--- src/rtl/hamming_pkg.sv ---
// Shared SEC-DED Hamming helpers: code geometry and error classification,
// used by the decoder and the matching encoder.
package hamming_pkg;

    typedef enum logic [1:0] {
        ERR_NONE,
        ERR_CORR,
        ERR_UNCORR
    } err_kind_e;

    // Smallest P with 2**P >= dataW + P + 1.
    function automatic int unsigned par_w(input int unsigned dataW);
        int unsigned p;
        p = 1;
        while ((32'd1 << p) < (dataW + p + 32'd1)) begin
            p = p + 1;
        end
        return p;
    endfunction

    function automatic logic is_pow2(input int unsigned pos);
        return (pos != 0) && ((pos & (pos - 32'd1)) == 0);
    endfunction

    // Position of data bit k: the k-th non-power-of-two position, counting from 3.
    function automatic int unsigned data_pos(input int unsigned k);
        int unsigned pos;
        pos = 2;
        for (int unsigned i = 0; i <= k; i++) begin
            pos = pos + 1;
            while (is_pow2(pos)) begin
                pos = pos + 1;
            end
        end
        return pos;
    endfunction

endpackage

--- src/rtl/hamming_syndrome.sv ---
// Combinational syndrome and overall parity of a SEC-DED Hamming codeword.
module hamming_syndrome
    import hamming_pkg::*;
#(
    parameter  int unsigned DATA_W = 8,
    localparam int unsigned PAR_W  = par_w(DATA_W),
    localparam int unsigned CW_W   = DATA_W + PAR_W + 1
) (
    input  logic [CW_W-1:0]  codeword,
    output logic [PAR_W-1:0] syndrome_c,
    output logic             overall_c
);

    // Syndrome bit k covers every position whose index has bit k set.
    always_comb begin
        syndrome_c = '0;
        for (int unsigned pos = 1; pos < CW_W; pos++) begin
            for (int unsigned k = 0; k < PAR_W; k++) begin
                if (pos[k]) begin
                    syndrome_c[k] = syndrome_c[k] ^ codeword[pos];
                end
            end
        end
    end

    assign overall_c = ^codeword;

endmodule

--- src/rtl/hamming_secded_decoder.sv ---
// Two-stage pipelined SEC-DED Hamming decoder with valid/ready stream,
// per-word status and saturating error counters.
module hamming_secded_decoder
    import hamming_pkg::*;
#(
    parameter  int unsigned DATA_W = 8,
    parameter  int unsigned CNT_W  = 16,
    localparam int unsigned PAR_W  = par_w(DATA_W),
    localparam int unsigned CW_W   = DATA_W + PAR_W + 1,
    localparam int unsigned POS_W  = PAR_W + 1
) (
    input  logic              clk,
    input  logic              rst_n,
    input  logic              in_valid,
    output logic              in_ready,
    input  logic [CW_W-1:0]   cw_in,
    output logic              out_valid,
    input  logic              out_ready,
    output logic [DATA_W-1:0] data_out,
    output logic              err_corr,
    output logic              err_uncorr,
    output logic [POS_W-1:0]  err_pos,
    input  logic              cnt_clr,
    output logic [CNT_W-1:0]  corr_cnt,
    output logic [CNT_W-1:0]  uncorr_cnt
);

    logic              s1Valid;
    logic [DATA_W-1:0] s1Data;
    logic [PAR_W-1:0]  s1Syn;
    logic              s1Ov;
    logic [DATA_W-1:0] s1DataNext;
    logic [PAR_W-1:0]  synC;
    logic              ovC;
    logic              adv2;
    logic              outFire;
    err_kind_e         kindC;
    logic [POS_W-1:0]  posC;
    logic [DATA_W-1:0] dataC;

    hamming_syndrome #(.DATA_W(DATA_W)) uSyndrome (
        .codeword   (cw_in),
        .syndrome_c (synC),
        .overall_c  (ovC)
    );

    assign adv2     = !out_valid || out_ready;
    assign in_ready = !s1Valid || adv2;
    assign outFire  = out_valid && out_ready;

    // Check bits are fully consumed by the syndrome, so stage 1 keeps only data positions.
    for (genvar k = 0; k < DATA_W; k++) begin : gData
        localparam int unsigned POS_K = data_pos(k);
        assign s1DataNext[k] = cw_in[POS_K];
        assign dataC[k]      = s1Data[k] ^ ((kindC == ERR_CORR) && (s1Syn == PAR_W'(POS_K)));
    end

    always_ff @(posedge clk or negedge rst_n) begin
        if (!rst_n) begin
            s1Valid <= 1'b0;
            s1Data  <= '0;
            s1Syn   <= '0;
            s1Ov    <= 1'b0;
        end else if (in_valid && in_ready) begin
            s1Valid <= 1'b1;
            s1Data  <= s1DataNext;
            s1Syn   <= synC;
            s1Ov    <= ovC;
        end else if (adv2) begin
            s1Valid <= 1'b0;
        end
    end

    // Syndrome 0 with odd parity points at position 0: corrected, data untouched.
    always_comb begin
        kindC = ERR_NONE;
        posC  = '0;
        if (s1Ov) begin
            if (32'(s1Syn) < CW_W) begin
                kindC = ERR_CORR;
                posC  = POS_W'(s1Syn);
            end else begin
                kindC = ERR_UNCORR;
            end
        end else if (s1Syn != '0) begin
            kindC = ERR_UNCORR;
        end
    end

    always_ff @(posedge clk or negedge rst_n) begin
        if (!rst_n) begin
            out_valid  <= 1'b0;
            data_out   <= '0;
            err_corr   <= 1'b0;
            err_uncorr <= 1'b0;
            err_pos    <= '0;
        end else if (adv2) begin
            out_valid <= s1Valid;
            if (s1Valid) begin
                data_out   <= dataC;
                err_corr   <= (kindC == ERR_CORR);
                err_uncorr <= (kindC == ERR_UNCORR);
                err_pos    <= posC;
            end
        end
    end

    // Clear beats a same-cycle increment; both counters stick at all-ones.
    always_ff @(posedge clk or negedge rst_n) begin
        if (!rst_n) begin
            corr_cnt   <= '0;
            uncorr_cnt <= '0;
        end else if (cnt_clr) begin
            corr_cnt   <= '0;
            uncorr_cnt <= '0;
        end else if (outFire) begin
            if (err_corr && (corr_cnt != '1)) begin
                corr_cnt <= corr_cnt + CNT_W'(1);
            end
            if (err_uncorr && (uncorr_cnt != '1)) begin
                uncorr_cnt <= uncorr_cnt + CNT_W'(1);
            end
        end
    end

endmodule

--- config.mk ---
export PLATFORM = sky130hd
export DESIGN_NAME = hamming_secded_decoder
export DESIGN_NICKNAME = d
export VERILOG_FILES = /design/src/rtl/hamming_pkg.sv /design/src/rtl/hamming_syndrome.sv /design/src/rtl/hamming_secded_decoder.sv
export SDC_FILE = /design/constraint.sdc
export NUM_CORES = 1
export LEC_CHECK = 0
export ABC_AREA = 0
export CAP_MARGIN = 0
export CORE_MARGIN = 10
export CORE_UTILIZATION = 30
export CTS_CLUSTER_SIZE = 24
export DETAILED_ROUTE_END_ITERATION = 7
export MAX_ROUTING_LAYER = met4
export PLACE_DENSITY_LB_ADDON = 0.3
export RECOVER_POWER = 100
export SKIP_CTS_REPAIR_TIMING = 1
export SLEW_MARGIN = 20
export SYNTH_ARGS = -nofsm -noshare
export SYNTH_HDL_FRONTEND = slang
export SYNTH_HIERARCHICAL = 1
export SYNTH_SLANG_ARGS = --single-unit
--- constraint.sdc ---
create_clock -name clk -period 3.3 [get_ports clk]
set_input_delay 0.66 -clock clk [delete_from_list [all_inputs] [get_ports clk]]
set_output_delay 0.66 -clock clk [all_outputs]
set_load 0.1 [all_outputs]
# --- Yosys cells after proc, flatten, opt, wreduce, memory -nomap -nowiden ---
# Index checks and enable logic that the tools add are counted.
word_totals:
  ff_bits: 62
  latch_bits: 0
  ram_bits: 0
  mem_bits_ro: 0
  mem_count: 0
op_classes:
  n_addsub: 2
  mul: 0
  div_mod_pow: 0
  n_lt_le_gt_ge: 1
  eq_ne: 12
  shifts: 0
  muxes: 13
  n_bitwise: 26
  reduce_logical: 25
ops:
  columns: ["cell", "n"]
  rows:
  - ["16-bit 2-to-1 mux", 6]
  - ["16-bit by 1-bit adder with 16-bit output, second input constant", 2]
  - ["16-bit inequality test, second input constant", 2]
  - ["1-bit XOR", 26]
  - ["4-bit == test, second input constant", 4]
  - ["13-bit XOR reduction", 1]
  - ["4-bit by 3-bit == test with 1-bit output, second input constant", 3]
  - ["1-bit logical AND", 12]
  - ["4-bit 2-to-1 mux", 2]
  - ["2-bit nonzero test", 4]
  - ["2-bit 2-to-1 mux", 3]
  - ["2-bit AND reduction", 3]
  - ["4-bit by 2-bit == test with 1-bit output, second input constant", 1]
  - ["4-bit < comparator, second input constant", 1]
  - ["4-bit nonzero test", 1]
  - ["2-bit by 1-bit == test with 1-bit output, second input constant", 1]
  - ["2-bit == test, second input constant", 1]
  - ["1-bit logical NOT", 2]
  - ["1-bit logical OR", 2]
  - ["1-bit 2-to-1 mux", 2]

# --- Longest topological paths before layout ---
# Gate-level depths: netlist of the first run.
logic_depth:
  word_depth: 6
  depth_mapped: 5
  mapped_depth_nobuf: 5

# --- Modules after synthesis ---
# Netlist of the first run, hierarchy kept.
modules_own_cells:
  columns: ["mod", "instances", "cells_per_inst", "area_per_inst_um2", "seq_area_each_um2"]
  rows:
  - ["hamming_secded_decoder", 1, 312, 3079.2, 1526.5]
  - ["hamming_syndrome", 1, 20, 197.7, 0.0]

# --- Worst setup path before layout of the first run ---
# Ideal clock, no wire load.
synth_path:
  path_kind: "register to register"
  from: "register out_valid"
  to: "register s1Data[0]"
  arrival_time_ps: 3200
  t_required_ps: 3175
  path_slack_ps: -25
  path_stages_with_launch: 5
  synth_period_minus_slack_ps: 3325
  cell_sequence: "dfrtp_1 nand3b_1 nand2_1 buf_1 mux2_2"
synth_via:
  elab_chain_len: 4
synth_rtl:
  columns: ["element", "line", "text"]
  rows:
  - ["from (decl)", "hamming_secded_decoder.sv:17", "output logic out_valid,"]
  - ["from (signal assigned)", "hamming_secded_decoder.sv:98", "out_valid <= s1Valid;"]
  - ["1-bit logical NOT", "hamming_secded_decoder.sv:47", "assign adv2 = !out_valid || out_ready;"]
  - ["1-bit logical OR", "hamming_secded_decoder.sv:47", null]
  - ["1-bit logical OR", "hamming_secded_decoder.sv:48", "assign in_ready = !s1Valid || adv2;"]
  - ["via in_ready", "hamming_secded_decoder.sv:15", "output logic in_ready,"]
  - ["1-bit logical AND", "hamming_secded_decoder.sv:64", "end else if (in_valid && in_ready) begin"]
  - ["to (signal assigned)", "hamming_secded_decoder.sv:66", "s1Data <= s1DataNext;"]
  - ["to (decl)", "hamming_secded_decoder.sv:29", "logic [DATA_W-1:0] s1Data;"]
# The timed path passes the listed nets, and every way through them passes these cells.
# A chain may end at the register's enable or synchronous reset.

# --- Worst setup path after layout of the first run ---
layout_path:
  from: "input port out_ready"
  to: "register corr_cnt[13]"
layout_via:
  elab_chain_len: 3
layout_rtl:
  columns: ["element", "line", "text"]
  rows:
  - ["from (decl)", "hamming_secded_decoder.sv:18", "input logic out_ready,"]
  - ["1-bit logical AND", "hamming_secded_decoder.sv:49", "assign outFire = out_valid && out_ready;"]
  - ["2-bit nonzero test (no line)", null, null]
  - ["2-bit AND reduction (no line)", null, null]
  - ["to (signal assigned)", "hamming_secded_decoder.sv:118", "corr_cnt <= corr_cnt + CNT_W'(1);"]
  - ["to (decl)", "hamming_secded_decoder.sv:24", "output logic [CNT_W-1:0] corr_cnt,"]
# No other way between the ends.

==> run summary, run 1 <==
Skew-Pair Late Insertion Delay - 0.34 ns
fraction of layout cells with a size suffix above 1 - 0.0985
measured slew at the worst slew-check pin - 2.01 ns
CTS tree - yes
final worst-path cycle share - 0.760
# port buffers - 65
CP endpoint kind - flip-flop
DRC viols - 0
met1 WL - 3850 um
sum of negative setup slack - 0 ns
first-pass GRT wire length - 13800 um
via/cell ratio - 5.01
Routed Antenna Nets - 0
synth unique cells - 44
chip width - 125 um
Switching Share - 0.433
Synthesized Nets - 352
Initial Util - 0.305
Synth Area in Adders - 0.00764
fmax - 0.398 GHz
die area - 15500 um2
DR WL/cell - 15.0 um
WL final - 8200 um
GP Congestion - 0.835
Simple-Gate Fraction of Synth Area - 0.231
H-tree depth - 3
largest net degree at the start of global routing - 40
Detailed Routing Iterations Pass 1 - 4
dpl hpwl - 6070 um
worst hold start - data_out[3]$_DFFE_PN0P_
HP Class - reg -> reg
commonest register cell after synthesis - dfrtp_1
fin nets - 421
Clock power frac - 0.279
Int Power - 1.48 mW
Mapped Avg Cell Area - 9.87 um2
Synth Instances - 332
P_sw - 1.13 mW
Worst Path Max Fanout - 7
total of warnings raised by yosys - 6
clock-pin slew on the worst setup and hold paths - 0.07 ns
CTS Buffer Depth - 2
io pins - 67
maximum vdd ir drop - 0.484 mV
Max-Cap Viols - 1
vias in the first global route - 2822
GRT overflow - 0
CORE AREA - 10700 um2
# diodes - 0
final hold vios - 0
placed cell area - 3970 um2
mux cell area share after synthesis - 0.0683
Layout Skew - 0.00931 ns
CP Launch Type - input port
violation count after the first detailed-route iteration - 190
ys async rst share - 1.00
Post-synth EDFFs - 0
TritonCTS buffer count - 9
clock root buffer - clkbuf_8
Comb pwr share - 0.350
main combinational cell family by area after synthesis - simple AND/OR/NAND/NOR gates
CP Launch Point - out_ready
fill count - 1145
register area share after synthesis - 0.466
Setup Crit Path Kind - in -> reg
Power Dens Cells - 652 nW/um2
failing checks - capacitance limit, slew limit
sequential fraction of design power - 0.371
Post-Synth XOR/XNOR Area - 0.0806
P_leak - 1.52 nW
#FFs+latches synth - 61
Tot Pwr - 2.61 mW
Rows - 38
Synth Cell Area - 3280 um2
Reg2Reg Launch Point - corr_cnt[7]$_DFFE_PN0P_
chip height - 125 um
highest metal used - met4
multi-input logic area - 1680 um2
status - finished with violations
vias post-DR - 2733
compound-gate portion of the synthesized area - 0.123
CP required - 3.53 ns
Area Overhead vs Synth - 22.3%
max-slew violations - 38
final setup vio count - 0
metal3 WL - 353 um
register area - 1530 um2
post-layout min period - 2.51 ns
critical path data arrival time - 2.74 ns
initial antenna violation count - 0
Max transition margin - -0.342
gr usage total - 0.108
worst hold slack - 0.480 ns
Final Cell Area - 4010 um2
Layout Utilization - 0.373
met2 WL - 3870 um
RSZ-0062 raised after global routing - no
clock sink total - 61
-- Yosys cell counts, types with 3 or more instances --
library cell | n | share of area
nand2_1 | 23 | 0.026
nor4_1 | 8 | 0.015
mux2_2 | 19 | 0.065
nand3b_1 | 4 | 0.0092
xnor2_1 | 20 | 0.053
or4_1 | 9 | 0.021
nor2b_1 | 6 | 0.011
inv_1 | 7 | 0.0080
xor2_1 | 5 | 0.013
nand3_1 | 12 | 0.018
a31oi_1 | 4 | 0.0076
nor2_1 | 22 | 0.025
dfrtp_1 | 61 | 0.47
a211oi_1 | 3 | 0.0069
clkbuf_1 | 7 | 0.0080
o31ai_1 | 7 | 0.016
nor3_1 | 16 | 0.024
o21ai_0 | 16 | 0.024
nand2b_1 | 7 | 0.013
or3_1 | 5 | 0.0095
and4_1 | 4 | 0.011
a311oi_1 | 3 | 0.0080
a22o_1 | 4 | 0.011
nand4_1 | 12 | 0.023
a21oi_1 | 21 | 0.032
and3_1 | 4 | 0.0076
-- placed cells by master (no fill, tap or decap), types with 6 or more instances in the layout --
| cell type | instances |
|---|---|
| inv_1 | 7 |
| nor2b_1 | 6 |
| a21oi_1 | 21 |
| nor4_1 | 8 |
| nor2_1 | 22 |
| clkdlybuf4s50_1 | 15 |
| nand2_1 | 23 |
| xnor2_1 | 20 |
| dfrtp_1 | 61 |
| clkbuf_8 | 9 |
| o21ai_0 | 16 |
| nand2b_1 | 7 |
| or4_1 | 9 |
| nor3_1 | 16 |
| nand4_1 | 12 |
| mux2_2 | 19 |
| o31ai_1 | 7 |
| nand3_1 | 12 |
| clkbuf_1 | 49 |
-- metrics by stage --
stage,std cells,setup WS (ns)
6_report,546,0.790
5_1_grt,546,0.609
4_1_cts,546,0.858
3_5_place_dp,530,0.492
3_3_place_gp,530,0.508
2_1_floorplan,332,0.0268
-- registers in the layout, indices dropped and copies added (netlist names) --
register	flops
corr_cnt	16
data_out	8
err_corr	1
err_pos	4
err_uncorr	1
out_valid	1
s1Data	8
s1Ov	1
s1Syn	4
s1Valid	1
uncorr_cnt	16
-- per-layer routing --
layer	global-route usage	vias up
met4	0.0391	0
met3	0.0289	11
met2	0.170	72
li1	-	1362
met5	-	-
met1	0.129	1288
-- cell families (layout without fill, tap and decap cells) --
logic type	count (synthesis)	in the layout
muxes	20	20
xor gates and xnor gates	27	27
other	1	1
buffers and inverters	18	92
AOI/OAI and AO/OA	65	65
adders and majority gates	2	2
and+or+nand+nor	138	138
DFF	61	61
-- critical path, stage by stage --
cell and delay, ns:
dlygate4sd3_1 0.65, nand3_1 0.17, or4_1 0.60, nor4_1 0.29
mux2_2 0.37
-- final timing paths --
kind                                              to  slack (ns)  cells past startpoint
setup / recovery            corr_cnt[13]$_DFFE_PN0P_        0.79                      5
hold / removal               data_out[3]$_DFFE_PN0P_        0.48                      2
setup reg to reg             corr_cnt[3]$_DFFE_PN0P_        1.14                      4
hold reg to reg              data_out[3]$_DFFE_PN0P_        0.48                      2
max in group asynchronous  uncorr_cnt[7]$_DFFE_PN0P_        1.21                      2
min in group asynchronous   corr_cnt[10]$_DFFE_PN0P_        0.87                      1
-- layout make-up --
cell class / instances / share of cell area
Multi-Input combinational cell: 253 / 0.419
Timing Repair Buffer: 69 / 0.0965
Clock buffer: 9 / 0.0309
Tap cell: 140 / 0.0437
Sequential cell: 61 / 0.381
Clock inverter: 7 / 0.0225
Inverter: 7 / 0.00656
-- power by group through the flow --
stage          sequential [mW]  clock [mW]  combinational, mW
2_1_floorplan             1.45           0              0.275
3_3_place_gp             0.984           0              0.984
3_5_place_dp             0.986           0              0.990
4_1_cts                  0.973       0.748              0.992
5_1_grt                  0.993       0.783              0.971
6_report                 0.968       0.728              0.915
Note: power is estimated with default switching activity, not from simulation.
==> inputs of run 2 (changes only) <==
- clock period: 3.3 -> 2 ns (I/O delays scaled with it)
==> run 2 against run 1 <==
- the flow now finishes without violations
- final area up 15%
- clock skew up 0.0059 ns
- combinational power up 79%
- critical endpoint is now uncorr_cnt[10]$_DFFE_PN0P_
- critical path type is now reg -> reg
- register-to-register slack worse by 1.0 ns
- largest cell class unchanged
- largest power group is now combinational logic
- first-iteration DRC count down 8.4%
==> run summary, run 2 (synthesis results as in run 1) <==
Detailed Routing Iterations Pass 1 - 5 (+1)
vias post-DR - 2958 (+8.2%)
Tot Pwr - 4.65 mW (+78%)
# diodes - 0 (unchanged)
Switching Share - 0.412 (-0.0211)
largest net degree at the start of global routing - 62 (+55%)
Rows - 38 (unchanged)
Clock power frac - 0.299 (+0.020)
Worst Path Max Fanout - 6 (-1)
worst path bufs/invs - 0 (-1)
Max transition margin - 0.406 (+0.748)
chip width - 125 um (unchanged)
CORE AREA - 10700 um2 (unchanged)
CP Launch Type - flip-flop
Setup Crit Path Kind - reg -> reg
Max-Cap Viols - 0 (-1)
RSZ-0062 raised after global routing - no
Comb pwr share - 0.353 (+0.003)
via/cell ratio - 5.05 (+0.84%)
final worst-path cycle share - 0.947
GP Congestion - 0.773 (-7.4%)
chip height - 125 um (unchanged)
TritonCTS buffer count - 9 (unchanged)
die area - 15500 um2 (unchanged)
sequential fraction of design power - 0.348 (-0.023)
multi-input logic area - 1720 um2 (+2.8%)
P_sw - 1.92 mW (+70%)
initial antenna violation count - 0 (unchanged)
# port buffers - 65 (unchanged)
io pins - 67 (unchanged)
measured slew at the worst slew-check pin - 0.892 ns (-1.12 ns)
Int Power - 2.74 mW (+85%)
slowest stage cell on the critical path - or4_1
Area Overhead vs Synth - 40.2%
maximum vdd ir drop - 0.696 mV (+44%)
Skew-Pair Late Insertion Delay - 0.35 ns (about the same)
CP required - 2.27 ns (-1.26 ns)
violation count after the first detailed-route iteration - 174 (-8.4%)
final setup vio count - 0 (unchanged)
register area - 1620 um2 (+6.1%)
vias in the first global route - 2947 (+4.4%)
fmax - 0.528 GHz
clock-pin slew on the worst setup and hold paths - 0.08 ns (about the same)
Layout Utilization - 0.428 (+0.0548)
Routed Antenna Nets - 0 (unchanged)
status - finished clean
gr usage total - 0.118 (+0.0101)
cell family with most CP delay - simple AND/OR/NAND/NOR gates
GRT overflow - 0 (unchanged)
fill count - 1115 (-2.6%)
P_leak - 1.83 nW (+20%)
clock root buffer - clkbuf_8
Layout Skew - 0.0152 ns (+0.00593 ns)
Initial Util - 0.305 (unchanged)
WL final - 9140 um (+12%)
most common cell after layout, fill and taps aside - clkbuf_2
DRC viols - 0 (unchanged)
CTS tree - yes
top flop regs - corr_cnt (16), uncorr_cnt (16)
final hold vios - 0 (unchanged)
max-slew violations - 0 (-100%)
commonest non-fill, non-tap cells in the layout - 41 x clkbuf_2, 32 x buf_4, 28 x dfrtp_1
critical path, cell by cell - ha_4, nand3_1, or3_4, or4_1, a21oi_1
critical path data arrival time - 2.17 ns (-0.57 ns)
DR WL/cell - 15.6 um (+3.9%)
H-tree depth - 3 (unchanged)
Power Dens Cells - 1010 nW/um2 (+55%)
Worst path max stage delay - 0.49 ns (-0.16 ns)
clock sink total - 61 (unchanged)
CTS Buffer Depth - 2 (unchanged)
CP endpoint kind - flip-flop
fraction of layout cells with a size suffix above 1 - 0.354 (+0.256)
fin nets - 461 (+9.5%)
HP Class - in -> async
first-pass GRT wire length - 14900 um (+8.3%)
dpl hpwl - 6730 um (+11%)
post-layout min period - 1.89 ns
==> run 2: path summary, 6_finish.rpt <==
path | from | to | slack, ns | cells after the start
max in group asynchronous | rst_n | corr_cnt[3]$_DFFE_PN0P_ | 1.58 | 2
min in group clk | data_out[5]$_DFFE_PN0P_ | data_out[5]$_DFFE_PN0P_ | 0.48 | 2
worst max register to register | uncorr_cnt[0]$_DFFE_PN0P_ | uncorr_cnt[10]$_DFFE_PN0P_ | 0.11 | 5
worst max-delay path | uncorr_cnt[0]$_DFFE_PN0P_ | uncorr_cnt[10]$_DFFE_PN0P_ | 0.11 | 5
worst min register to register | data_out[5]$_DFFE_PN0P_ | data_out[5]$_DFFE_PN0P_ | 0.48 | 2
worst min-delay path | rst_n | uncorr_cnt[9]$_DFFE_PN0P_ | 0.09 | 2
==> run 2: area by class of cell <==
| type | instances | share of cell area |
|---|---|---|
| multi-input combinational | 253 | 0.375 |
| sequential | 61 | 0.353 |
| timing repair buffer | 109 | 0.175 |
| tap | 140 | 0.0381 |
| clock buffer | 10 | 0.0299 |
| clock inverter | 6 | 0.0240 |
| inverter | 7 | 0.00572 |
==> run 2: per-stage QoR <==
step	cells	hold WS, ns	worst slack [ns]	TNS [ns]	instance area (um2)
floorplan	332	0.104	-0.469	-6.08	3440
global placement	570	0.442	-0.317	-3.31	4750
detailed placement	570	0.446	-0.341	-4.11	4750
CTS	586	0.0654	0.0147	0	4990
global route	586	0.117	0.000230	0	4600
finish	586	0.0930	0.105	0	4600
==> run 2: power by group through the flow <==
| stage | clock [mW] | combinational [mW] | sequential [mW] |
|---|---|---|---|
| finish | 1.39 | 1.64 | 1.62 |
| global route | 1.47 | 1.75 | 1.65 |
| CTS | 1.43 | 1.84 | 1.63 |
| detailed placement | 0 | 1.84 | 1.66 |
| global placement | 0 | 1.82 | 1.65 |
| floorplan | 0 | 0.458 | 2.42 |
==> run 2: routing by layer <==
layer,track usage,vias to the layer above,wire (um)
met1,0.138,1427,4090
met5,-,-,0
met3,0.0323,9,400
met4,0.0384,0,107
met2,0.192,79,4540
li1,-,1443,-
==> run 2: worst register-to-register path, cell delays in order (launching register included) <==
cell	delay, ns
dfrtp_4	0.48
ha_4	0.18
nand3_1	0.14
or3_4	0.38
or4_1	0.49
a21oi_1	0.15
==> inputs of run 3 (changes only) <==
- CORE_MARGIN: 10 -> unset
- GPL_ROUTABILITY_DRIVEN: unset -> 0
==> run 3 against run 2 <==
- critical path depth did not move
- sequential cell count did not move
- critical endpoint is now s1Ov$_DFFE_PN0P_
- count of clock-buffer cells in the layout did not move
- highest routed layer unchanged
- utilization rose by 1.1 points
- total power fell by 0.65%
- sequential share of layout area fell by 0.088 points
- final cell count fell by 0.85%
==> run summary, run 3 (synthesis results as in run 1) <==
status - finished clean
final setup vio count - 0 (unchanged)
Setup Crit Path Kind - in -> reg
vias post-DR - 2955 (-0.10%)
Skew-Pair Late Insertion Delay - 0.35 ns (about the same)
Worst path max stage delay - 0.56 ns (+0.07 ns)
via/cell ratio - 5.09 (+0.76%)
WL final - 8350 um (-8.7%)
fmax - 0.511 GHz (-3.1%)
chip width - 107 um (-14%)
commonest non-fill, non-tap cells in the layout - 39 x clkbuf_2, 31 x dfrtp_1, 28 x buf_4
critical path data arrival time - 2.19 ns (+0.02 ns)
Layout Skew - 0.00612 ns (-0.00913 ns)
Detailed Routing Iterations Pass 1 - 4 (-1)
Final Cell Area - 4590 um2 (-0.14%)
Power Dens Cells - 1010 nW/um2 (-0.52%)
max-slew violations - 0 (unchanged)
vias in the first global route - 2840 (-3.6%)
Worst Path Max Fanout - 2 (-4)
largest net degree at the start of global routing - 62 (unchanged)
DRC viols - 0 (unchanged)
placed cell area - 4710 um2 (-0.69%)
Layout Utilization - 0.439 (+0.0110)
violation count after the first detailed-route iteration - 91 (-48%)
fraction of layout cells with a size suffix above 1 - 0.344 (-0.0104)
Routed Antenna Nets - 0 (unchanged)
H-tree depth - 3 (unchanged)
GRT overflow - 0 (unchanged)
chip height - 107 um (-14%)
Reg2Reg Launch Point - corr_cnt[3]$_DFFE_PN0P_
critical path, cell by cell - dlygate4sd3_1, xnor2_1, xnor3_1, xnor3_1, mux2_2
CP Launch Point - cw_in[12]
first-pass GRT wire length - 14000 um (-6.1%)
measured slew at the worst slew-check pin - 0.748 ns (-0.143 ns)
DR WL/cell - 14.4 um (-7.9%)
P_leak - 1.82 nW (-0.26%)
clock root buffer - clkbuf_8
io pins - 67 (unchanged)
gr usage total - 0.160 (+0.0423)
top flop regs - corr_cnt (16), uncorr_cnt (16)
Max transition margin - 0.501 (+0.0955)
TritonCTS buffer count - 9 (unchanged)
RSZ-0062 raised after global routing - no
DP Cell Count - 564 (-1.1%)
maximum vdd ir drop - 0.688 mV (-1.2%)
CORE AREA - 10500 um2 (-2.6%)
Tot Pwr - 4.62 mW (-0.65%)
die area - 11300 um2 (-27%)
sum of negative setup slack - 0 ns (unchanged)
HP Class - in -> async
post-layout min period - 1.96 ns (+0.0611 ns)
CP required - 2.24 ns (-0.03 ns)
final worst-path cycle share - 0.978 (+0.0305)
slowest stage cell on the critical path - dlygate4sd3_1
CTS tree - yes
fin nets - 460 (-0.22%)
fill count - 1042 (-6.5%)
final hold vios - 0 (unchanged)
fin cells - 581 (-0.85%)
clock sink total - 61 (unchanged)
clock-pin slew on the worst setup and hold paths - 0.07 ns (about the same)
Crit path top cell by count - xnor3_1
initial antenna violation count - 0 (unchanged)
CP endpoint kind - flip-flop
dpl hpwl - 5950 um (-12%)
CTS Buffer Depth - 2 (unchanged)
CP Launch Type - input port
Area Overhead vs Synth - 40.1%
most common cell after layout, fill and taps aside - clkbuf_2
slack of the worst reg-to-reg path - 0.10 ns (about the same)
Rows - 37 (-2.6%)
# port buffers - 65 (unchanged)
Max-Cap Viols - 0 (unchanged)
# diodes - 0 (unchanged)
Initial Util - 0.313 (+0.00824)
==> run 3: layout make-up <==
class	instances	area (um2)	share of cell area
Clock buffer	10	138	0.0300
Clock inverter	6	110	0.0240
Inverter	7	26.3	0.00573
Multi-Input combinational cell	253	1730	0.378
Sequential cell	61	1610	0.352
Tap cell	136	170	0.0371
Timing Repair Buffer	108	798	0.174
==> run 3: through the flow <==
step | hold slack [ns] | setup slack [ns]
floorplan | 0.104 | -0.469
global placement | 0.441 | -0.347
detailed placement | 0.436 | -0.365
CTS | 0.0687 | -0.00691
global route | 0.141 | 0.0172
finish | 0.0890 | 0.0443
==> run 3: critical path, delay by kind of cell <==
| family | cells | cell delay [ns] |
|---|---|---|
| buffers and inverters | 1 | 0.56 |
| XOR/XNOR | 3 | 0.97 |
| multiplexers | 1 | 0.26 |
==> run 3: final timing paths <==
path	to	depth (start not counted)
hold reg to reg	data_out[3]$_DFFE_PN0P_	2
min in group clk	data_out[3]$_DFFE_PN0P_	2
max in group asynchronous	corr_cnt[4]$_DFFE_PN0P_	2
setup reg to reg	corr_cnt[11]$_DFFE_PN0P_	4
hold / removal	uncorr_cnt[8]$_DFFE_PN0P_	2
setup / recovery	s1Ov$_DFFE_PN0P_	5
==> run 3: where the power goes <==
part | internal (mW) | switching [mW] | total, mW
Combinational | 0.422 | 1.17 | 1.59
Clock | 0.859 | 0.536 | 1.40
Sequential | 1.43 | 0.206 | 1.64
Total | 2.71 | 1.91 | 4.62
==> run 3: layer usage <==
| layer | up-vias | share of wire | GRT usage |
|---|---|---|---|
| li1 | 1448 | - | - |
| met1 | 1432 | 0.47 | 0.206 |
| met2 | 66 | 0.47 | 0.253 |
| met3 | 9 | 0.041 | 0.0313 |
| met4 | 0 | 0.014 | 0.0548 |
| met5 | - | 0 | - |
